==> config.mk <==
export PLATFORM = sky130hd
export DESIGN_NAME = arp_ctrl
export DESIGN_NICKNAME = d
export VERILOG_FILES = /design/src/rtl/arp_ctrl.sv
export SDC_FILE = /design/constraint.sdc
export NUM_CORES = 1
export LEC_CHECK = 0
export CAP_MARGIN = 20
export CORE_ASPECT_RATIO = 1.4
export CORE_MARGIN = 1
export CORE_UTILIZATION = 47
export DETAILED_ROUTE_END_ITERATION = 10
export MAX_ROUTING_LAYER = met4
export PLACE_DENSITY = 0.79
export SETUP_SLACK_MARGIN = 0.4
export SLEW_MARGIN = 20
export SYNTH_ARGS = -nofsm -noshare
export SYNTH_HDL_FRONTEND = slang
export SYNTH_SLANG_ARGS = --single-unit
==> constraint.sdc <==
create_clock -name clk -period 3 [get_ports clk]
set_clock_uncertainty 0.15 [all_clocks]
set_input_delay 0.6 -clock clk [delete_from_list [all_inputs] [get_ports clk]]
set_output_delay 0.6 -clock clk [all_outputs]
set_load 0.05 [all_outputs]
==> src/rtl/arp_ctrl.sv <==
// arp_ctrl - ARP protocol sequencer.
// Sits between the ARP receive analyser and the ARP transmit packer. It
// schedules outgoing ARP requests and replies onto the single packer, retries
// unanswered requests after RETRY_TIME cycles, gives up after MAX_RETRY
// transmissions, and holds the resolved PC MAC address.
//
// Ports:
//   clk, rst      system clock, synchronous active-high reset
//   start         pulse: resolve (or refresh) the PC MAC address
//   ack_en        pulse: valid ARP request for our IP received, reply needed
//   get_en        pulse: valid ARP reply received, get_mac_pc holds its MAC
//   get_mac_pc    sender MAC from the analyser (valid with get_en)
//   tx_start      pulse to the packer: build and send a packet
//   tx_op         packet type for the packer (0 = request, 1 = reply)
//   tx_done       pulse from the packer: packet fully sent
//   mac_pc        latched PC MAC address
//   mac_valid     mac_pc holds a resolved address
//   arp_fail      pulse: MAX_RETRY requests sent with no reply
//   busy          pending work, transmission in flight or reply wait active
module arp_ctrl #(
  parameter int MAC_ADDR_W = 48,
  parameter int TIME_W     = 32,
  parameter int RETRY_TIME = 12500000,
  parameter int MAX_RETRY  = 4
) (
  input  logic                  clk,
  input  logic                  rst,
  input  logic                  start,
  input  logic                  ack_en,
  input  logic                  get_en,
  input  logic [MAC_ADDR_W-1:0] get_mac_pc,
  output logic                  tx_start,
  output logic                  tx_op,
  input  logic                  tx_done,
  output logic [MAC_ADDR_W-1:0] mac_pc,
  output logic                  mac_valid,
  output logic                  arp_fail,
  output logic                  busy
);

  typedef enum logic [1:0] {IDLE, TX_REQ, TX_ACK} state_t;

  state_t            state_q, state_d;
  logic              ack_pend_q, req_pend_q, awaiting_q;
  logic [TIME_W-1:0] timer_q;
  logic [3:0]        retry_cnt_q;

  logic enter_req, enter_ack, req_done;
  logic timeout, retry_ok, retry_hit, fail_hit;

  assign timeout   = awaiting_q && (timer_q == TIME_W'(RETRY_TIME - 1));
  assign retry_ok  = retry_cnt_q < 4'(MAX_RETRY);
  // A reply arriving on the timeout cycle cancels both retry and failure.
  assign retry_hit = timeout && !get_en && retry_ok;
  assign fail_hit  = timeout && !get_en && !retry_ok;

  // State register plus the registered launch strobe and packet type
  always_ff @(posedge clk) begin
    if (rst) begin
      state_q  <= IDLE;
      tx_start <= 1'b0;
      tx_op    <= 1'b0;
    end else begin
      state_q  <= state_d;
      tx_start <= enter_req | enter_ack;
      if (enter_req | enter_ack) tx_op <= enter_ack;
    end
  end

  // Next-state logic; a pending reply always beats a pending request
  always_comb begin
    state_d = state_q;
    case (state_q)
      IDLE: begin
        if (ack_pend_q)      state_d = TX_ACK;
        else if (req_pend_q) state_d = TX_REQ;
      end
      TX_REQ, TX_ACK: begin
        if (tx_done) state_d = IDLE;
      end
      default: state_d = IDLE;
    endcase
  end

  // Output / decode logic, derived only from registered state
  always_comb begin
    enter_req = (state_q == IDLE) && (state_d == TX_REQ);
    enter_ack = (state_q == IDLE) && (state_d == TX_ACK);
    req_done  = (state_q == TX_REQ) && tx_done;
    busy      = (state_q != IDLE) | ack_pend_q | req_pend_q | awaiting_q;
  end

  // Pending flags, reply wait timer, retry counter and MAC latch.
  // Later assignments win: get_en overrides timeout, start overrides get_en.
  always_ff @(posedge clk) begin
    if (rst) begin
      ack_pend_q  <= 1'b0;
      req_pend_q  <= 1'b0;
      awaiting_q  <= 1'b0;
      timer_q     <= '0;
      retry_cnt_q <= '0;
      mac_pc      <= '0;
      mac_valid   <= 1'b0;
      arp_fail    <= 1'b0;
    end else begin
      if (enter_ack) ack_pend_q <= 1'b0;
      if (ack_en)    ack_pend_q <= 1'b1;

      if (enter_req) req_pend_q <= 1'b0;
      if (retry_hit) req_pend_q <= 1'b1;

      if (req_done) begin
        awaiting_q <= 1'b1;
        timer_q    <= '0;
        if (retry_ok) retry_cnt_q <= retry_cnt_q + 4'd1;
      end else if (timeout) begin
        awaiting_q <= 1'b0;
        timer_q    <= '0;
      end else if (awaiting_q) begin
        timer_q <= timer_q + TIME_W'(1);
      end

      if (fail_hit) begin
        retry_cnt_q <= '0;
        mac_valid   <= 1'b0;
      end
      arp_fail <= fail_hit;

      if (get_en) begin
        mac_pc      <= get_mac_pc;
        mac_valid   <= 1'b1;
        awaiting_q  <= 1'b0;
        timer_q     <= '0;
        retry_cnt_q <= '0;
        req_pend_q  <= 1'b0;
      end

      if (start) begin
        req_pend_q  <= 1'b1;
        retry_cnt_q <= '0;
        awaiting_q  <= 1'b0;
        timer_q     <= '0;
      end
    end
  end

endmodule

======== Word-level counts from Yosys, hierarchy flattened ========
Cells that the tools add are included.
cells by class
  equal/unequal tests ..................... 5
  bitwise logic cells ..................... 4
  $add $sub $neg .......................... 2
  reductions and logical operators ........ 20
  mux-type cells .......................... 14
  $lt $le $gt $ge ......................... 1
operator list
  cell                     number
  $add A32 B1 Y32 const B  1
  $eq A32 B24 Y1 const B   1
  $mux W1                  10
  $reduce_bool A2 Y1       4
  $logic_and A1 B1 Y1      7
  $mux W2                  3
  $reduce_or A5 Y1         1
  $add A4 B1 Y4 const B    1
  $eq A2 B1 Y1 const B     2
  $eq A2 B2 Y1 const B     2
  $lt A4 B3 Y1 const B     1
  $or A1 B1 Y1             4
  $pmux W2 S2              1
  $reduce_bool A4 Y1       1
  $reduce_or A4 Y1         1
  $reduce_or A3 Y1         1
  $logic_not A1 Y1         2
  $logic_not A2 Y1         1
  $reduce_and A2 Y1        1
  $reduce_or A2 Y1         1
word-level totals
  bits of input ports ..................... 54
  output and inout bits ................... 53
  logic and storage cells ................. 57
  register bits after elaboration ......... 93

======== Logic depth before layout (Yosys ltp) ========
  word-level depth ........................ 9
  mapped depth ............................ 7
  gate-level depth less buffers ........... 7

======== Worst setup path after synthesis ========
OpenSTA, ideal clock, no wires.
  path type ............................... in2reg
  start point ............................. input get_en
  end point ............................... register mac_pc[33]
  required time ........................... 2722 ps
  path buffers ............................ 3
  library setup time ...................... 128 ps
  slack ................................... 783 ps
  arrival time ............................ 1940 ps
  cell stages on the path ................. 5
  cell sequence ........................... clkbuf_1 -> buf_1 -> buf_1 -> mux2i_1 -> nor2_1
RTL lines
  item                  RTL line  RTL
  from (decl)           30        input logic get_en,
  to (signal assigned)  130       mac_pc <= get_mac_pc;
  to (decl)             35        output logic [MAC_ADDR_W-1:0] mac_pc,

======== Final worst setup path ========
  start point ............................. register timer_q[26]
  end point ............................... register timer_q[12]
between the ends
  longest elaborated chain between the ends .. 3
ends and longest elaborated chain
  item                               RTL line  RTL
  from (decl)                        45        logic [TIME_W-1:0] timer_q;
  from (signal assigned)             120       timer_q <= timer_q + TIME_W'(1);
  $eq A32 B24 Y1                     51        assign timeout = awaiting_q && (timer_q == TIME_W'(RETRY_TIME - 1));
  $logic_and A1 B1 Y1                51
  $reduce_or A5 Y1 (no source line)  --
No other way between the ends.
A chain may end at the register's enable or synchronous reset.

==> flow_metrics.py <==
metrics = {
    "synthesis": {
        "yosysMostFrequentCell": "nor2_1",
        "syn-num-nets": 460,
        "yosysTopAreaCell": "dfxtp_1",
        "seq_area_frac_synth_pct": 49.26,
        "netlist_area_um2": 3780,
        "yosys_warnings": 0,
        "synth_top_area_share_pct": 49.26,
        "async_reset_ff_share_pct": 0,
        "avgSynthCellArea_um2": 9.426,
        "ys.flop_type": "dfxtp_1",
        "synth_common_cells": "nor2_1, dfxtp_1, mux2i_1",
        "ys_ff_latch": 93,
        "synthTopCellsByArea": "dfxtp_1, mux2i_1, nor2_1",
        "synth_cells": 401,
        "synth.distinct_cells": 35,
        "synth_edf_count": 0,
    },
    "critical_path": {
        "end_kind": "flop",
        "cp.required_ns": 3.08,
        "crit_type": "reg2reg",
        "start_kind": "flop",
        "cp_max_fo": 32,
        "cp_data_arrival_time_ns": 2.51,
    },
    "power_and_ir_drop": {
        "internal-power_mw": 1.811,
        "seqPwrFrac_pct": 52.0,
        "power.leakage_nw": 1.887,
        "p_sw_mw": 0.7047,
        "power_density_nw_per_um2": 497.2,
        "swShare_pct": 28.01,
        "vdd_drop_max_uv": 398.6,
        "pwr-share-comb_pct": 18.1,
        "pwr-share-clk_pct": 30.0,
    },
    "timing": {
        "setup_viol": 0,
        "max_freq_mhz": 410.9,
        "tns_ns": 0,
        "final.min_clock_period_ns": 2.434,
        "holdWs_ns": 0.2933,
        "drv_slew": 0,
        "max_slew.worst_pin.slew_ns": 0.5988,
        "relSlewSlack_pct": 59.96,
        "fin_crit_sh_pct": 81.12,
        "finalHoldViolCount": 0,
        "rsz0062_at_grt": "false",
        "setup_slack_ns": 0.5663,
    },
    "run_status": {
        "outcome": "finished clean",
    },
    "route": {
        "finalWirelength_um": 8541,
        "drtAntennaViolNets": 0,
        "drt_iter0_drc": 98,
        "vias_per_cell": 5.137,
        "drc": 0,
        "routedWlPerCell_um": 14.07,
        "dr.pass1.iters": 4,
        "vias": 3118,
    },
    "cells_and_area": {
        "antennaDiodeCount": 0,
        "area_growth_pct": 33.86,
        "drive_gt1_share_pct": 5.523,
        "num-fill-cells": 632,
        "nets": 561,
    },
    "global_routing": {
        "gr-total-overflow": 0,
        "track_usage_pct": 21.92,
        "grt_pass1_wl_um": 14020,
        "antenna_found_initial": 0,
        "grt_max_degree": 57,
        "grt_pass1_vias": 3168,
    },
    "floorplan": {
        "die-area_um2": 8410,
        "core_um2": 7750,
        "ios": 107,
        "die_w_um": 77.79,
        "die_height_um": 108.1,
        "initial_core_util_pct": 48.77,
        "rows": 38,
    },
    "clock_network": {
        "cts.sink_count": 93,
        "clk_latency_ns": 0.36,
        "clk_pin_slew_ns": 0.09,
        "numCtsBuffers": 9,
        "htreeDepth": 3,
        "clk_path_buf_depth": 2,
        "cts_tree": "built",
        "cts_root_buffer": "clkbuf_8",
        "ctsHoldBuffers": 0,
    },
    "placement": {
        "portBuffers": 106,
        "gp_congestion": 0.7867,
        "hpwl_um": 6150,
        "dpl_worst_slack_ns": 0.4523,
    },
    "run": {
        "maxCapViolCount": 0,
    },
    "worst_hold_path": {
        "min_path_type": "reg2reg",
    },
}
-- power by group through the flow --
stage | clock, mW | sequential, mW | combinational (mW)
final | 0.755 | 1.31 | 0.454
after global routing | 0.847 | 1.31 | 0.480
after CTS | 0.781 | 1.31 | 0.459
after detailed placement | 0 | 1.34 | 0.457
after global placement | 0 | 1.33 | 0.452
after floorplan | 0 | 1.48 | 0.131
-- stage by stage --
step,util (%),instance area [um^2],std cells,power (mW)
after floorplan,-,3780,401,1.612
after detailed placement,63.06,4887,591,1.792
after global routing,65.29,5060,607,2.639
after CTS,65.37,5066,607,2.547
after global placement,63.06,4887,591,1.785
final,65.29,5060,607,2.516
-- layout make-up --
type                    instances  area (um^2)  area share [%]
repair buffers                110         1076           21.27
inverters                       5        18.77          0.3709
clock inverters                 4        22.52          0.4451
multi-input cells             283         1800           35.58
well taps                     100        125.1           2.473
flip-flops and latches         93         1862           36.80
clock buffers                  12        155.1           3.066
-- state kept, by name, indices dropped and copies added, names as in the netlist --
register	flops
ack_pend_q	1
req_pend_q	1
mac_valid	1
arp_fail	1
timer_q	32
awaiting_q	1
mac_pc	48
tx_op	1
tx_start	1
state_q	2
retry_cnt_q	4
-- worst max-delay path, cell delays in order (launching register included) --
cell,delay [ns]
dfxtp_1,0.35
or4_1,0.52
or4_1,0.44
or3_4,0.39
nand4_4,0.34
nor2_1,0.10
-- repair_timing --
action                     in CTS  in global routing
gates cloned                    0                  0
setup endpoints to repair       1                  1
resized for setup               3                  2
buffers inserted                0                  0
-- final timing paths --
path                    end  cells past startpoint  slack, ns           start
max             timer_q[12]                      5       0.57     timer_q[26]
min          retry_cnt_q[3]                      2       0.29  retry_cnt_q[3]
max reg2reg     timer_q[12]                      5       0.57     timer_q[26]
min reg2reg  retry_cnt_q[3]                      2       0.29  retry_cnt_q[3]
-- logic make-up (layout without fill, tap and decap cells) --
kind of cell | count (synthesis) | count (layout) | synth area share [%]
adder cells (fa/ha/maj) | 5 | 5 | 1.655
buffers and inverters | 25 | 131 | 3.111
XOR/XNOR | 33 | 33 | 7.647
flip-flops | 93 | 93 | 49.26
AO/OA/AOI/OAI | 14 | 14 | 2.251
AND/OR/NAND/NOR | 181 | 181 | 22.84
multiplexers | 50 | 50 | 13.24
-- layer usage --
layer	part of all wire (%)	GRT usage, %	up-vias
met5	0	-	-
met4	1.9	8.221	0
met3	6.4	7.426	14
met2	51	37.29	80
met1	41	23.51	1466
li1	-	-	1558
-- cell usage in the layout (no fill, tap or decap), drive strengths merged, types with 2 or more instances in the layout --
cell           synthesis  layout
clkdlybuf4s50          0     103
clkbuf                14      12
inv                    5       5
buf                    6       7
nand4                 14      14
nor2b                  4       4
o21ai                  3       3
nor2                  98      98
nor4                  12      12
xnor2                 25      25
nand2                 16      16
or2                    3       3
nand3b                 2       2
dfxtp                 93      93
or3                    2       2
a21oi                  7       7
xor2                   8       8
and4                   4       4
or4                    2       2
and3                   2       2
ha                     5       5
clkinv                 0       3
mux2i                 50      50
nand3                  9       9
nor3                   9       9
Note: power is estimated with default switching activity, not from simulation.
